**config.mk**
```make
export PLATFORM = sky130hd
export DESIGN_NAME = alu_operand_skid
export DESIGN_NICKNAME = d
export VERILOG_FILES = /design/src/rtl/alu_operand_skid.sv
export SDC_FILE = /design/constraint.sdc
export NUM_CORES = 1
export LEC_CHECK = 0
export CAP_MARGIN = 20
export CORE_MARGIN = 3
export CORE_UTILIZATION = 45
export DETAILED_ROUTE_END_ITERATION = 8
export GPL_TIMING_DRIVEN = 0
export PLACE_DENSITY = 0.76
export SLEW_MARGIN = 10
export SYNTH_ARGS = -nofsm -noshare
export SYNTH_HDL_FRONTEND = slang
export SYNTH_SLANG_ARGS = --single-unit
```
**constraint.sdc**
```tcl
create_clock -name clk -period 1.8 [get_ports clk]
set_clock_uncertainty 0.1 [all_clocks]
set_input_delay 0.18 -clock clk [delete_from_list [all_inputs] [get_ports clk]]
set_output_delay 0.18 -clock clk [all_outputs]
set_load 0.005 [all_outputs]
```
**src/rtl/alu_operand_skid.sv**
```systemverilog
// ID/EX operand skid buffer: two-slot valid/ready register in front of the alu.
// Build option ALU_OPERAND_FWD_EN adds write-back forwarding into held operands.
module alu_operand_skid #(
  parameter int n  = 32,
  parameter int RW = 5
) (
  input  logic          clk,
  input  logic          rst_n,
  input  logic          flush,
  input  logic          in_valid,
  output logic          in_ready,
  input  logic [n-1:0]  in_A,
  input  logic [n-1:0]  in_B,
  input  logic [3:0]    in_aluControl,
  input  logic [RW-1:0] in_rd,
  input  logic [RW-1:0] in_rs1,
  input  logic [RW-1:0] in_rs2,
`ifdef ALU_OPERAND_FWD_EN
  input  logic          wb_valid,
  input  logic [RW-1:0] wb_rd,
  input  logic [n-1:0]  wb_data,
`endif
  output logic          out_valid,
  input  logic          out_ready,
  output logic [n-1:0]  A,
  output logic [n-1:0]  B,
  output logic [3:0]    aluControl,
  output logic [RW-1:0] rd
);

  typedef enum logic [1:0] {
    EMPTY   = 2'd0,
    FULL    = 2'd1,
    SKIDDED = 2'd2
  } state_t;

  typedef struct packed {
    logic [n-1:0]  a;
    logic [n-1:0]  b;
    logic [3:0]    op;
    logic [RW-1:0] rd;
`ifdef ALU_OPERAND_FWD_EN
    logic [RW-1:0] rs1;
    logic [RW-1:0] rs2;
`endif
  } pay_t;

  state_t state, state_nx;
  pay_t   out_q, skid_q, in_p;
  logic   in_fire, out_fire;
  logic   ld_in, ld_skid, skid_ld;

`ifdef ALU_OPERAND_FWD_EN
  assign in_p = '{a: in_A, b: in_B, op: in_aluControl,
                  rd: in_rd, rs1: in_rs1, rs2: in_rs2};

  // x0 never forwards: it is hardwired zero
  function automatic pay_t fwd(input pay_t p);
    pay_t r;
    r = p;
    if (wb_valid && wb_rd != '0) begin
      if (p.rs1 == wb_rd) r.a = wb_data;
      if (p.rs2 == wb_rd) r.b = wb_data;
    end
    return r;
  endfunction
`else
  assign in_p = '{a: in_A, b: in_B, op: in_aluControl, rd: in_rd};

  logic unused_rs;
  assign unused_rs = ^{in_rs1, in_rs2};

  function automatic pay_t fwd(input pay_t p);
    return p;
  endfunction
`endif

  always_ff @(posedge clk or negedge rst_n) begin
    if (!rst_n) state <= EMPTY;
    else        state <= state_nx;
  end

  always_comb begin
    state_nx = state;
    ld_in    = 1'b0;
    ld_skid  = 1'b0;
    skid_ld  = 1'b0;
    unique case (state)
      EMPTY: begin
        if (in_fire) begin
          state_nx = FULL;
          ld_in    = 1'b1;
        end
      end
      FULL: begin
        if (in_fire && out_fire) begin
          ld_in    = 1'b1;
        end else if (in_fire) begin
          state_nx = SKIDDED;
          skid_ld  = 1'b1;
        end else if (out_fire) begin
          state_nx = EMPTY;
        end
      end
      SKIDDED: begin
        if (out_fire) begin
          state_nx = FULL;
          ld_skid  = 1'b1;
        end
      end
      default: state_nx = EMPTY;
    endcase
    if (flush) begin
      state_nx = EMPTY;
      ld_in    = 1'b0;
      ld_skid  = 1'b0;
      skid_ld  = 1'b0;
    end
  end

  // handshake flags come from the state flops only
  always_comb begin
    out_valid = (state != EMPTY);
    in_ready  = (state != SKIDDED);
    in_fire   = in_valid & in_ready;
    out_fire  = out_valid & out_ready;
  end

  always_ff @(posedge clk or negedge rst_n) begin
    if (!rst_n) begin
      out_q  <= '0;
      skid_q <= '0;
    end else begin
      unique case (1'b1)
        ld_in:   out_q <= fwd(in_p);
        ld_skid: out_q <= fwd(skid_q);
        default: out_q <= fwd(out_q);
      endcase
      if (skid_ld) skid_q <= fwd(in_p);
      else         skid_q <= fwd(skid_q);
    end
  end

  assign A          = out_q.a;
  assign B          = out_q.b;
  assign aluControl = out_q.op;
  assign rd         = out_q.rd;

endmodule

```
==> reports/summary.txt, run 1 <==
status -> finished with violations
violated checks -> setup timing
crit path DAT -> 2050 ps
Int Power -> 7.496 mW
pin count of the biggest net entering global routing -> 84
worst r2r src -> state[1]
GRT Overall Usage -> 0.1787
synthesized area -> 6476 sq um
vias in the first global route -> 4481
initial core utilization -> 0.4630
first-pass GRT wire length -> 22670 microns
critical path peak fanout -> 10
Area after DPL -> 8245 sq um
drc violations -> 0
Peak Freq -> 535.7 MHz
total die area -> 15870 sq um
number of synthesized flops with an enable pin -> 0
part of the power in the clock network -> 0.317
post-synthesis async set-or-reset flop share -> 1.000
Reg2Reg Setup Slack -> -70 ps
sequential fraction of the synthesis area -> 0.5719
Syn Inst Count -> 414
Sequential Power Share -> 0.466
synth cell count leaders -> mux2_2, dfrtp_1, buf_2
clock slew at reported path FFs -> 50 ps
r2r worst-path depth -> 5
drt via density -> 5.091
max-cap viol count -> 0
Comb pwr share -> 0.217
most numerous cell in the Yosys netlist -> mux2_2
First DRT Iteration DRCs -> 104
CP Launch Point -> state[1]
largest area contributor in the netlist -> dfrtp_1
Tmin final -> 1867 ps
Die Y-Extent -> 126.0 microns
Critical Path RT -> 1990 ps
RePlAce Congestion -> 0.7830
TritonCTS clock tree -> built
Distinct cells, synth -> 23
H-tree depth -> 4
Final nets -> 679
Final setup viols -> 70
Core Footprint -> 13990 sq um
smallest hold slack -> 91.75 ps
clock root buffer -> clkbuf_16
final wirelength -> 13690 microns
fill count -> 1056
Avg WL per Cell -> 17.47 microns
Max Root-Sink Buffers -> 2
flops & latches, synth -> 148
Pre-antenna DRT Iters -> 4
via count -> 3991
Layout area overhead -> 37.98%
Worst Max-Slew Pin Slew -> 616.3 ps
Mapped Nets -> 502
Final WS setup -> -66.87 ps
critical path endpoint category -> flop
Max VDD drop -> 662.6 uV
worst min path class -> primary input to flop
DRT antenna net count -> 0
Hold EP -> state[0]
Syn Area/Cell -> 15.64 sq um
switching part of the total -> 0.2327
Final Cycle Share -> 1.037
post-DP HPWL -> 9663 microns
grt ovf -> 0
Crit Reg-Reg Endpoint -> B[23]
PD cells -> 1093 nW/um^2
startpoint types -> flop
layout cells sized above 1 -> 0.4619
Leakage -> 3.787 nW
Area contributors post-synth -> dfrtp_1, mux2_2, buf_2, buf_6, o32ai_4
CTS Buf Count -> 17
Die Wd -> 126.0 microns
Finished Cell Area -> 8936 sq um
critical path type -> flop to flop
post-synth top area share -> 0.5719
clk_lat worst skew -> 410 ps
Warnings, synthesis -> 0
Tot Pwr -> 9.771 mW
Psw -> 2.274 mW
Synth Flop Type -> dfrtp_1
# diodes -> 0
RSZ-0062 raised after global routing -> yes
startpoint of the worst hold path -> flush
Hold Crit Depth -> 2
slew margin rel. -> 0.5891
row count -> 43
initial antenna violation count -> 0
Reg area -> 3706 sq um
IO Pins -> 163
CTS Sinks -> 148
Multi-input gate area -> 2621 sq um
number of I/O port buffers -> 151
Hold Violations, Final -> 0
Slew Viols, Final -> 0
-- critical path: stages, from the launching register on --
cell and delay [ps]:
dfrtp_2 460, mux2i_2 190, o32ai_4 310, buf_6 180
buf_6 160, mux2_2 350
-- registers in the layout, summed over array words and instances, names as in the netlist --
name and flops:
skid_q 73, rd 5, B 32, A 32
state 2, aluControl 4
-- layout make-up --
cell class                      count  share of cell area
Tap cell                          180             0.02520
Clock buffer                       27             0.05517
Clock inverter                      5            0.002800
Multi-Input combinational cell    241              0.2933
Sequential cell                   148              0.4147
Timing Repair Buffer              159              0.1798
Buffer                             24             0.02898
-- per-layer routing --
metal / vias up / track usage / routed length [microns]
li1: 1847 / - / -
met1: 2039 / 0.2223 / 5923
met2: 96 / 0.3045 / 7021
met3: 9 / 0.04919 / 623
met4: 0 / 0.05615 / 125
met5: - / 0 / 0
-- power groups by stage --
stage	clock network (mW)	logic, mW	registers, mW
after floorplan	0	0.956	4.53
after global placement	0	2.04	4.56
after detailed placement	0	2.11	4.60
after CTS	3.18	2.15	4.56
after global routing	3.32	2.29	4.66
final	3.10	2.12	4.55
-- how the worst max path moves through the flow --
stage / end / slack, ps
2_1_floorplan: A[17] / -3
3_3_place_gp: A[17] / -5320
3_5_place_dp: A[22] / -690
4_1_cts: B[23] / -50
5_1_grt: B[9] / -110
6_report: B[23] / -70
-- kinds of logic (layout without fill, tap and decap cells) --
| logic type | Yosys count | in the layout | synth area share |
|---|---|---|---|
| buf+inv | 25 | 215 | 0.02473 |
| simple gates | 19 | 19 | 0.01758 |
| flops | 148 | 148 | 0.5719 |
| compound gates | 6 | 6 | 0.01043 |
| mux | 216 | 216 | 0.3754 |
-- stage by stage --
step	TNS, ps	instances	worst slack [ps]	util
2_1_floorplan	-174.1	414	-2.904	-
3_3_place_gp	-859030	745	-5325	0.5871
3_5_place_dp	-77100	746	-687.0	0.5894
4_1_cts	-2089	782	-45.82	0.6371
5_1_grt	-10390	784	-110.3	0.6388
6_report	-3021	784	-66.87	0.6388
-- what timing repair did --
item	CTS	global route
pin swaps	1	0
buffers inserted	3	2
endpoints found under the setup margin	143	129
gates resized for setup	39	2
endpoints found under the hold margin	83	0
hold buffers	2	0
-- layout by cell type (no fill, tap or decap) --
cell             instances
dlygate4sd2_1            2
clkbuf_16               17
or2_2                    1
o31ai_1                  1
o311ai_0                 2
o21ba_2                  1
dfrtp_1                146
nor3b_2                  1
nand2_1                  4
clkbuf_2                 1
buf_8                    6
mux2i_2                  1
buf_12                   1
mux2_2                 215
clkbuf_1                 7
nor2b_1                  1
nand3_1                  4
clkdlybuf4s50_1        148
a21oi_1                  1
dfrtp_2                  2
dlygate4sd3_1            2
or3b_2                   1
buf_2                    1
buf_6                   11
clkinv_2                 5
o32ai_4                  1
nand4bb_1                1
nor2_1                   1
clkbuf_8                 3
nand2b_1                 4
nor4bb_1                 1
buf_16                   1
buf_4                   10
(Power assumes the default switching activity.)
==> inputs of run 2 (changes only) <==
- CAP_MARGIN: 20 -> unset
- GPL_TIMING_DRIVEN: 0 -> 1
==> run 2 against run 1 <==
  * The flow still finishes with violations (setup timing)
  * Global-route usage is 0.59 points higher
  * Total power is 6.8% higher
  * Hold slack better by 140 ps
  * Core utilization is 1.7 points higher
  * Die area stayed put
==> reports/summary.txt, run 2 (synthesis gave the netlist of run 1 again) <==
status -> finished with violations
violated checks -> setup timing
pin count of the biggest net entering global routing -> 57 (-32%)
GRT Overall Usage -> 0.1847 (+0.005939)
TritonCTS clock tree -> built
critical path peak fanout -> 25 (+15)
First DRT Iteration DRCs -> 137 (+32%)
drc violations -> 0 (unchanged)
most common cell after layout, fill and taps aside -> mux2_2
Reg2Reg Setup Slack -> -20 ps (+40 ps)
Leakage -> 3.920 nW (+3.5%)
initial antenna violation count -> 0 (unchanged)
layout cells sized above 1 -> 0.4762 (+0.01427)
Die Wd -> 126.0 microns (unchanged)
Multi-input gate area -> 2660 sq um (+1.5%)
r2r worst-path depth -> 5 (unchanged)
fill count -> 1000 (-5.3%)
critical path endpoint category -> flop
Final Cycle Share -> 1.013 (-0.02376)
Critical Path RT -> 2000 ps (about the same)
Hold Violations, Final -> 0 (unchanged)
Tmin final -> 1824 ps (-42.76 ps)
RePlAce Congestion -> 0.7738 (-1.2%)
row count -> 43 (unchanged)
# diodes -> 0 (unchanged)
drt via density -> 5.131 (+0.79%)
Die Y-Extent -> 126.0 microns (unchanged)
CTS Buf Count -> 17 (unchanged)
clock root buffer -> clkbuf_16
Core Footprint -> 13990 sq um (unchanged)
most frequent cells in the layout -> mux2_2, clkdlybuf4s50_1, dfrtp_1, buf_4, clkbuf_16
number of I/O port buffers -> 152 (+0.66%)
max-cap viol count -> 0 (unchanged)
clk_lat worst skew -> 420 ps (about the same)
Max Root-Sink Buffers -> 2 (unchanged)
Avg WL per Cell -> 18.00 microns (+3.1%)
Final setup viols -> 22 (-69%)
Final TNS setup -> -302.3 ps (+2719 ps)
Largest Register -> skid_q
clock slew at reported path FFs -> 60 ps (about the same)
fin util -> 0.6557 (+0.01691)
grt ovf -> 0 (unchanged)
slew margin rel. -> 0.6417 (+0.05260)
IO Pins -> 163 (unchanged)
DRT antenna net count -> 0 (unchanged)
Reg area -> 3704 sq um (about the same)
first-pass GRT wire length -> 23350 microns (+3.0%)
worst r2r src -> state[0]
worst min path class -> primary input to async pin
Final nets -> 684 (+0.74%)
via count -> 4048 (+1.4%)
Final WS setup -> -24.11 ps (+42.76 ps)
critical path type -> flop to flop
H-tree depth -> 4 (unchanged)
Peak Freq -> 548.2 MHz (+2.3%)
RSZ-0062 raised after global routing -> yes
final wirelength -> 14200 microns (+3.7%)
Pre-antenna DRT Iters -> 4 (unchanged)
CTS Sinks -> 148 (unchanged)
Crit Reg-Reg Endpoint -> A[7]
total die area -> 15870 sq um (unchanged)
Layout area overhead -> 41.63%
crit path DAT -> 2020 ps (-30 ps)
Worst Max-Slew Pin Slew -> 537.4 ps (-78.90 ps)
Slew Viols, Final -> 0 (unchanged)
vias in the first global route -> 4494 (+0.29%)
Max VDD drop -> 699.8 uV (+5.6%)
max reg flops -> 73 (unchanged)
PD cells -> 1138 nW/um^2 (+4.1%)
startpoint types -> flop
post-DP HPWL -> 9894 microns (+2.4%)
initial core utilization -> 0.4630 (unchanged)
-- run 2: timing repair --
action	4_1_cts	5_1_grt
resized for setup	7	4
buffers inserted	1	0
hold endpoints to repair	50	0
endpoints found under the setup margin	22	126
cloned	0	1
hold buffers	1	0
-- run 2: stage by stage --
step                power, mW  instances  worst slack (ps)  hold slack [ps]  instance area [sq um]
global route            10.96        789            -84.15            243.6                   9173
CTS                     10.56        788            -34.57            204.7                   9131
floorplan               5.490        414            -2.904           -215.6                   6476
global placement        6.659        754            -258.8            75.78                   8473
detailed placement      6.791        754            -346.2            87.49                   8473
finish                  10.44        789            -24.11            227.4                   9173
-- run 2: cell type report --
cell class                      count  share of cell area
Multi-Input combinational cell    241              0.2900
Clock inverter                     13             0.01978
Timing Repair Buffer              188              0.2136
Sequential cell                   148              0.4038
Clock buffer                       19             0.04829
Tap cell                          180             0.02455
-- run 2: report_power, final --
group	internal (mW)	switching [mW]
Combinational	1.53	0.646
Sequential	4.15	0.418
Clock	2.35	1.35
Total	8.03	2.41
-- run 2: layer usage --
layer,track usage,up-vias,wire length [microns]
li1,-,1865,-
met1,0.2255,2075,5887
met2,0.3161,94,7422
met3,0.05089,14,684
met4,0.06435,0,208
met5,0,-,0
-- run 2: worst max-delay path by stage --
| stage | startpoint | endpoint | slack (ps) | cells past startpoint |
|---|---|---|---|---|
| finish | state[0] | A[7] | -20 | 5 |
| global route | state[0] | rd[4] | -80 | 5 |
| CTS | state[0] | out_valid | -30 | 3 |
| detailed placement | in_valid | A[4] | -350 | 5 |
| global placement | in_valid | B[20] | -260 | 5 |
| floorplan | state[0] | A[17] | -3 | 6 |
-- run 2: worst max-delay path: stages (launching register included) --
cell,delay (ps)
dfrtp_1,400
buf_6,130
nand4bb_4,280
buf_12,240
mux2_2,290
mux2_4,260
==> inputs of run 3 (changes only) <==
- CORE_UTILIZATION: 45 -> 49
- HOLD_SLACK_MARGIN: unset -> 0.12
- PLACE_DENSITY: 0.76 -> 0.79
- clock period: 1.8 -> 2 ns (I/O delays scaled with it)
==> run 3 against run 2 <==
  * Clock power shrank 19%
  * The flow now finishes without violations
  * Largest cell class unchanged
  * First-iteration DRC count is 18% higher
  * Via count shrank 1.3%
==> reports/summary.txt, run 3 (synthesis gave the netlist of run 1 again) <==
status -> finished clean
clk_lat worst skew -> 410 ps (about the same)
# diodes -> 0 (unchanged)
worst r2r src -> state[1]
total die area -> 14630 sq um (-7.8%)
Max VDD drop -> 633.3 uV (-9.5%)
PD cells -> 1008 nW/um^2 (-11%)
slew margin rel. -> 0.6399 (-0.001796)
clock slew at reported path FFs -> 60 ps (about the same)
met2 usage -> 0.3296 (+0.01351)
Leakage -> 3.804 nW (-3.0%)
IO Pins -> 163 (unchanged)
Final TNS setup -> 0 ps (+302.3 ps)
Final setup viols -> 0 (-100%)
Final nets -> 673 (-1.6%)
worst-path cell chain -> buf_4 -> nand2b_1 -> clkdlybuf4s50_1
startpoint types -> flop
max reg flops -> 73 (unchanged)
RSZ-0062 raised after global routing -> no
Pre-antenna DRT Iters -> 4 (unchanged)
DRT antenna net count -> 0 (unchanged)
worst path bufs/invs -> 2 (unchanged)
crit path DAT -> 1630 ps (-390 ps)
Final Cycle Share -> 0.9646
RePlAce Congestion -> 0.7611 (-1.6%)
vias in the first global route -> 4366 (-2.8%)
via count -> 3995 (-1.3%)
Peak Freq -> 518.3 MHz
Tot Pwr -> 9.012 mW (-14%)
post-DP HPWL -> 9569 microns (-3.3%)
Layout area overhead -> 38.08%
CTS Buf Count -> 17 (unchanged)
worst min path class -> primary input to async pin
layer with the highest usage -> met2
Die Y-Extent -> 121.0 microns (-4.0%)
Final WS setup -> 70.74 ps (+94.85 ps)
grt ovf -> 0 (unchanged)
Tmin final -> 1929 ps
fill count -> 851 (-15%)
DP Cell Count -> 736 (-2.4%)
CP peak stage delay -> 490 ps (+90 ps)
Avg WL per Cell -> 18.02 microns (about the same)
max-cap viol count -> 0 (unchanged)
final wirelength -> 13860 microns (-2.5%)
Slew Viols, Final -> 0 (unchanged)
clock root buffer -> clkbuf_16
Hold Violations, Final -> 0 (unchanged)
Non-Filler Instances -> 769 (-2.5%)
Max Root-Sink Buffers -> 2 (unchanged)
first-pass GRT wire length -> 22580 microns (-3.3%)
pre-CTS setup slack -> -218.1 ps (+128.1 ps)
drc violations -> 0 (unchanged)
initial antenna violation count -> 0 (unchanged)
row count -> 41 (-4.7%)
H-tree depth -> 4 (unchanged)
Top delay family on crit path -> buffers and inverters
drt via density -> 5.195 (+1.3%)
Worst Max-Slew Pin Slew -> 540.1 ps (+2.695 ps)
critical path endpoint category -> primary output
Critical Path RT -> 1700 ps (-300 ps)
met3 Use GR -> 0.05688 (+0.005986)
slowest CP cell -> clkdlybuf4s50_1
Die Wd -> 121.0 microns (-4.0%)
critical path peak fanout -> 7 (-72%)
met1 Track Usage GR -> 0.2494 (+0.02386)
GRT Overall Usage -> 0.1997 (+0.01499)
pin count of the biggest net entering global routing -> 57 (unchanged)
TritonCTS clock tree -> built
most common cell after layout, fill and taps aside -> mux2_2
CP Launch Point -> state[0]
layout cells sized above 1 -> 0.4573 (-0.01890)
number of I/O port buffers -> 152 (unchanged)
initial core utilization -> 0.5070 (+0.04403)
First DRT Iteration DRCs -> 161 (+18%)
most frequent cells in the layout -> mux2_2, clkdlybuf4s50_1, dfrtp_1, clkbuf_16, buf_4
Core Footprint -> 12770 sq um (-8.7%)
Largest Register -> skid_q
CTS Sinks -> 148 (unchanged)
critical path type -> flop to primary output
run 3: path summary, 6_finish.rpt:
kind | slack, ps | depth (start not counted) | to
setup / recovery | 70 | 3 | in_ready
hold / removal | 230 | 2 | skid_q[43]
setup reg to reg | 80 | 4 | A[24]
hold reg to reg | 400 | 2 | A[5]
max in group asynchronous | 980 | 3 | skid_q[6]
min in group clk | 320 | 2 | skid_q[67]
run 3: per-stage QoR:
step,hold slack (ps),utilization,area [sq um]
2_1_floorplan,-195.6,-,6476
3_3_place_gp,101.4,0.6547,8363
3_5_place_dp,106.7,0.6547,8363
4_1_cts,234.9,0.6997,8937
5_1_grt,267.7,0.7001,8942
6_report,226.6,0.7001,8942
run 3: area by class of cell:
cell class | count | area, sq um | share of cell area
Clock buffer | 27 | 513.0 | 0.05737
Multi-Input combinational cell | 241 | 2636 | 0.2948
Clock inverter | 4 | 45.04 | 0.005037
Sequential cell | 148 | 3705 | 0.4143
Timing Repair Buffer | 177 | 1828 | 0.2044
Tap cell | 172 | 215.2 | 0.02407
run 3: repair_timing:
| action | 4_1_cts | 5_1_grt |
|---|---|---|
| buffers inserted | 1 | 0 |
| hold buffers | 1 | 0 |
| hold endpoints to repair | 148 | 0 |
| setup endpoints to repair | 2 | 61 |
| resized for setup | 1 | 2 |
run 3: worst reg2reg max path, stage by stage, from the launching register on:
cell and delay [ps]:
dfrtp_2 480, mux2i_1 200, o32ai_4 320, buf_12 300, mux2_2 410
run 3: metal layers:
| metal | vias to the layer above | part of all wire |
|---|---|---|
| met2 | 105 | 0.50 |
| met5 | - | 0 |
| met3 | 20 | 0.056 |
| met4 | 0 | 0.018 |
| li1 | 1840 | - |
| met1 | 2030 | 0.43 |
run 3: where the power goes:
group | internal (mW) | switching (mW) | total (mW)
Combinational | 1.33 | 0.577 | 1.91
Sequential | 3.73 | 0.375 | 4.11
Clock | 1.86 | 1.13 | 3.00
Total | 6.93 | 2.08 | 9.01
